`src/rtl/uart_rx_param.sv`:
```
// UART receiver with configurable data width, parity and stop bits.
// Synchronises rxd, majority-votes each bit sample and rejects false starts.
// Ports:
//   clk, reset      system clock, synchronous active-low reset
//   rxd             asynchronous serial line, idle high
//   out_data        received word, LSB = first data bit on the line
//   out_valid       out_data and error flags valid
//   out_ready       consumer accepts the word when out_valid && out_ready
//   parity_err      parity mismatch on the held word (qualified by out_valid)
//   frame_err       a stop bit sampled 0 (qualified by out_valid)
//   overrun_err     one-cycle pulse: finished frame dropped, output still full
//   rx_busy         receiver is inside a frame
module uart_rx_param #(
    parameter int CLKS_PER_BIT = 2604,
    parameter int DATA_BITS    = 8,
    parameter int PARITY_MODE  = 0,
    parameter int STOP_BITS    = 1
) (
    input  logic                 clk,
    input  logic                 reset,
    input  logic                 rxd,
    output logic [DATA_BITS-1:0] out_data,
    output logic                 out_valid,
    input  logic                 out_ready,
    output logic                 parity_err,
    output logic                 frame_err,
    output logic                 overrun_err,
    output logic                 rx_busy
);

    localparam int TW = $clog2(CLKS_PER_BIT);
    localparam logic [TW-1:0] T_HALF = TW'(CLKS_PER_BIT / 2);
    localparam logic [TW-1:0] T_LAST = TW'(CLKS_PER_BIT - 1);
    localparam logic [3:0] D_LAST = 4'(DATA_BITS - 1);
    localparam logic [3:0] S_LAST = 4'(STOP_BITS - 1);
    localparam logic ODD = (PARITY_MODE == 2);

    typedef enum logic [2:0] {
        IDLE,
        START,
        DATA,
        PARITY,
        STOP
    } state_t;

    state_t state, state_n;

    logic                 rxd_m, rxd_s;
    logic [2:0]           hist;
    logic                 vote;
    logic [TW-1:0]        timer;
    logic [3:0]           cnt;
    logic [DATA_BITS-1:0] shreg;
    logic                 par_bad;
    logic                 stop_bad;
    logic                 at_half, at_end;
    logic                 complete;

    // hist[0] is the previous rxd_s value, so hist[0] && !rxd_s is a falling edge
    assign vote    = (hist[0] & hist[1]) | (hist[0] & hist[2]) | (hist[1] & hist[2]);
    assign at_half = (timer == T_HALF);
    assign at_end  = (timer == T_LAST);
    assign rx_busy = (state != IDLE);

    always_comb begin
        state_n  = state;
        complete = 1'b0;
        unique case (state)
            IDLE: begin
                if (hist[0] && !rxd_s) state_n = START;
            end
            START: begin
                if (at_half) state_n = vote ? IDLE : DATA;
            end
            DATA: begin
                if (at_end && cnt == D_LAST)
                    state_n = (PARITY_MODE != 0) ? PARITY : STOP;
            end
            PARITY: begin
                if (at_end) state_n = STOP;
            end
            STOP: begin
                if (at_end && cnt == S_LAST) begin
                    state_n  = IDLE;
                    complete = 1'b1;
                end
            end
            default: state_n = IDLE;
        endcase
    end

    always_ff @(posedge clk) begin
        if (!reset) begin
            state       <= IDLE;
            rxd_m       <= 1'b1;
            rxd_s       <= 1'b1;
            hist        <= 3'b111;
            timer       <= '0;
            cnt         <= '0;
            shreg       <= '0;
            par_bad     <= 1'b0;
            stop_bad    <= 1'b0;
            out_data    <= '0;
            out_valid   <= 1'b0;
            parity_err  <= 1'b0;
            frame_err   <= 1'b0;
            overrun_err <= 1'b0;
        end else begin
            rxd_m <= rxd;
            rxd_s <= rxd_m;
            hist  <= {hist[1:0], rxd_s};
            state <= state_n;

            if (state_n != state || state == IDLE || at_end)
                timer <= '0;
            else
                timer <= timer + 1'b1;

            if (state_n != state)
                cnt <= '0;
            else if (at_end && (state == DATA || state == STOP))
                cnt <= cnt + 1'b1;

            // LSB arrives first, so each new bit enters at the top
            if (state == DATA && at_end)
                shreg <= {vote, shreg[DATA_BITS-1:1]};

            if (state == START) begin
                par_bad  <= 1'b0;
                stop_bad <= 1'b0;
            end
            if (state == PARITY && at_end)
                par_bad <= ((^shreg) ^ vote) != ODD;
            if (state == STOP && at_end && !vote)
                stop_bad <= 1'b1;

            overrun_err <= 1'b0;
            if (complete) begin
                if (!out_valid || out_ready) begin
                    out_data   <= shreg;
                    parity_err <= par_bad;
                    // include the stop sample taken this cycle
                    frame_err  <= stop_bad | ~vote;
                    out_valid  <= 1'b1;
                end else begin
                    overrun_err <= 1'b1;
                end
            end else if (out_valid && out_ready) begin
                out_valid  <= 1'b0;
                parity_err <= 1'b0;
                frame_err  <= 1'b0;
            end
        end
    end

endmodule

```
`config.mk`:
```
export PLATFORM = sky130hd
export DESIGN_NAME = uart_rx_param
export DESIGN_NICKNAME = d
export VERILOG_FILES = /design/src/rtl/uart_rx_param.sv
export SDC_FILE = /design/constraint.sdc
export NUM_CORES = 1
export LEC_CHECK = 0
export ABC_AREA = 1
export ABC_CLOCK_PERIOD_IN_PS = 2040
export BUFFER_PORTS_ARGS = -buffer_cell sky130_fd_sc_hd__buf_2
export CORE_MARGIN = 2
export CORE_UTILIZATION = 40
export CTS_CLUSTER_SIZE = 12
export DETAILED_ROUTE_END_ITERATION = 16
export PLACE_DENSITY = 0.67
export SETUP_SLACK_MARGIN = 0.2
export SYNTH_ARGS = -nofsm -noshare
export SYNTH_HDL_FRONTEND = slang
export SYNTH_SLANG_ARGS = --single-unit
```
`constraint.sdc`:
```
create_clock -name clk -period 2.04 [get_ports clk]
set_input_delay 0.204 -clock clk [delete_from_list [all_inputs] [get_ports clk]]
set_output_delay 0.204 -clock clk [all_outputs]
set_load 0.03 [all_outputs]
```
==> metrics.yaml <==
cts_root_buffer: "clkbuf_8"
timing.hold.ws_ns: 0.0905
grt_pass1_wl_mm: 7.03
drc_errors: 0
required_ns: 2.28
pin_count: 17
ys_seq_area_frac: 0.417
start_util: 0.409
crit_fanout: 6
die_h_um: 78.3
post_drt_wl_per_cell_um: 10.4
postSynth.asyncResetShare: 0
yosys-top-cells-count: "nor2_1, nand2_1, dfxtp_1, inv_1, nand3_1"
power.switching_uw: 355
outcome: "finished clean"
fin_nets: 338
design_power_total_mw: 1.64
synth.ff_latch_count: 46
final_core_util: 0.472
drtAntennaViolNets: 0
p_seq_frac: 0.552
antenna_found_initial: 0
start_kind: "flop"
synth_cell_types: 31
endpoint_kind: "flop"
ys_warn_count: 0
placed_area_mm2: 0.00239
crit_path_start: "timer[0]"
post-route-cell-area_mm2: 0.00255
max_freq_mhz: 597
min-delay-start: "rxd"
internal_power_mw: 1.28
grt_use_total: 0.141
finalSetupTns_ns: 0
synth_compound_area_frac: 0.0804
synth-edff-count: 0
cts_made_buffers: 5
p_per_area_mw_per_mm2: 643
routed_wl_mm: 4.20
layoutNonFillerInstCount: 403
drive_above_1_share: 0.193
rsz0062_at_grt: "no"
synth_top_family_by_area: "simple AND/OR/NAND/NOR gates"
netlist_area_mm2: 0.00221
ys.flop_type: "dfxtp_1"
crit_buf_inv: 1
worst_skew_pair.late_latency_ns: 0.30
diodes: 0
first_pass_iters: 5
yosysMostFrequentCell: "nor2_1"
synth_top_cells_by_area: "dfxtp_1, nor2_1, nand2_1"
cap_violations: 0
worst_slack_ns: 0.364
synth_fa_ha_area_frac: 0.0226
clkTransAtPathRegs_ns: 0.09
finalMaxSlewViolations: 0
hpwl_mm: 3.01
synth_simple_gate_area_frac: 0.321
tritoncts: "done"
finalHoldViolations: 0
crit_family: "simple AND/OR/NAND/NOR gates"
setup_viol: 0
synthMuxAreaShare: 0
coreArea_mm2: 0.00541
min_path_cells: 2
io_buffers: 16
syn_nets: 313
gp_congestion: 0.915
r2r.worst_path.cells: 10
critical_path_arrival_ns: 1.91
fin_crit_ns: 1.68
vias: 1838
grt-ovfl-total: 0
fillers: 545
area_growth_pct: 15.3
p_clk_frac: 0.412
grt_pass1_vias: 1602
ir_drop_uv: 298
avgSynthCellArea_um2: 7.25
place_inst: 393
die_w_um: 78.3
drtIter0Drc: 106
reg2reg_from: "timer[0]"
comb_power_share: 0.036
pre_cts_slack_ns: 0.197
fin_skew_ns: 0.00938
cp.depth: 10
rows: 27
path_class: "flop to flop"
slowest_delay_ns: 0.34
switching_share: 0.217
die_area_mm2: 0.00614
cts_hold_repair.buffers: 0
clk_path_buf_depth: 2
cp_slowest_cell: "dfxtp_2"
synth-xor-area-share: 0.0713
worstPathCellList: "ha_2 > inv_1 > nor2_1 > nand2_1 > nor2_2 > nand4_1 > nand2_1 > a21oi_2 > nand3_4 > nor2_1"
hp-class: "input pin to flop"
cts_sinks: 46
drt-vias-per-instance: 4.56
netlist.area_leader.share: 0.417
worstMarginPinSlew_ns: 0.323
grt_max_degree: 18
max_slew_margin: 0.785
synth_top_cell_by_area: "dfxtp_1"
p_leak_nw: 1.03
syn_inst: 305
htree_levels: 2
final.period_utilization: 0.822
==> layout by cell type, fill, tap and decap left out <==
| cell type | netlist | final |
|---|---|---|
| a211oi_1 | 3 | 3 |
| a21oi_1 | 9 | 9 |
| a21oi_2 | 1 | 1 |
| buf_2 | 0 | 16 |
| buf_4 | 0 | 5 |
| bufinv_16 | 0 | 1 |
| clkbuf_8 | 0 | 5 |
| clkinvlp_4 | 0 | 3 |
| dfxtp_1 | 46 | 45 |
| dfxtp_2 | 0 | 1 |
| ha_1 | 4 | 3 |
| ha_2 | 0 | 1 |
| inv_1 | 40 | 40 |
| inv_2 | 5 | 5 |
| nand2_1 | 50 | 50 |
| nand2_2 | 1 | 1 |
| nand3_1 | 19 | 18 |
| nand3_2 | 1 | 1 |
| nand3_4 | 1 | 3 |
| nand4_1 | 2 | 2 |
| nor2_1 | 57 | 56 |
| nor2_2 | 13 | 14 |
| nor2_4 | 1 | 1 |
| nor3_1 | 3 | 3 |
| nor3_2 | 1 | 1 |
| nor3_4 | 1 | 1 |
| nor3b_1 | 1 | 1 |
| nor4_1 | 1 | 1 |
| o21a_1 | 1 | 1 |
| o21ai_0 | 16 | 16 |
| o21ai_1 | 1 | 1 |
| o21ai_2 | 1 | 1 |
| or2_2 | 3 | 3 |
| xnor2_1 | 5 | 5 |
| xor2_1 | 13 | 13 |
==> flip-flops by register name, indices dropped and copies added (netlist names) <==
signal       cells
par_bad          1
overrun_err      1
parity_err       1
rxd_s            1
timer           12
rxd_m            1
cnt              4
frame_err        1
state            3
out_data         8
hist             3
out_valid        1
stop_bad         1
shreg            8
==> area by class of cell <==
cell class / count / area, µm² / area share
tap: 72 / 90.1 / 0.0353
inverter: 46 / 176 / 0.0692
multi-input combinational: 210 / 1130 / 0.443
clock inverter: 3 / 45.0 / 0.0177
sequential: 46 / 922 / 0.362
timing repair buffer: 21 / 118 / 0.0461
clock buffer: 5 / 68.8 / 0.0270
==> power by group through the flow <==
stage / registers, mW / logic [mW] / clock network, mW
after floorplan: 0.925 / 0.0361 / 0
after global placement: 0.926 / 0.0522 / 0
after detailed placement: 0.926 / 0.0519 / 0
after CTS: 0.905 / 0.0538 / 0.694
after global routing: 0.906 / 0.0649 / 0.729
final: 0.905 / 0.0585 / 0.675
==> cells by family after synthesis <==
kind of cell    count (synthesis)
compound gates                 32
flops                          46
xor+xnor                       18
buf+inv                        50
simple gates                  155
fa+ha+maj                       4
==> worst paths after layout <==
check | end | slack, ns
max | timer[1] | 0.36
min reg2reg | hist[0] | 0.42
min | rxd_m | 0.09
max reg2reg | timer[1] | 0.36
==> layer usage <==
layer	track usage	wire (µm)	share of wire	vias up
met5	0	0	0	-
met4	0.0474	59	0.014	0
met3	0.0310	115	0.027	5
met2	0.211	1790	0.43	24
met1	0.201	2240	0.53	814
li1	-	-	-	995
==> timing repair <==
action	CTS	global route
endpoints found under the setup margin	12	25
pin swaps	0	1
gates cloned	0	1
setup buffers	0	1
gates resized for setup	1	6
Note: power is estimated with default switching activity, not from simulation.
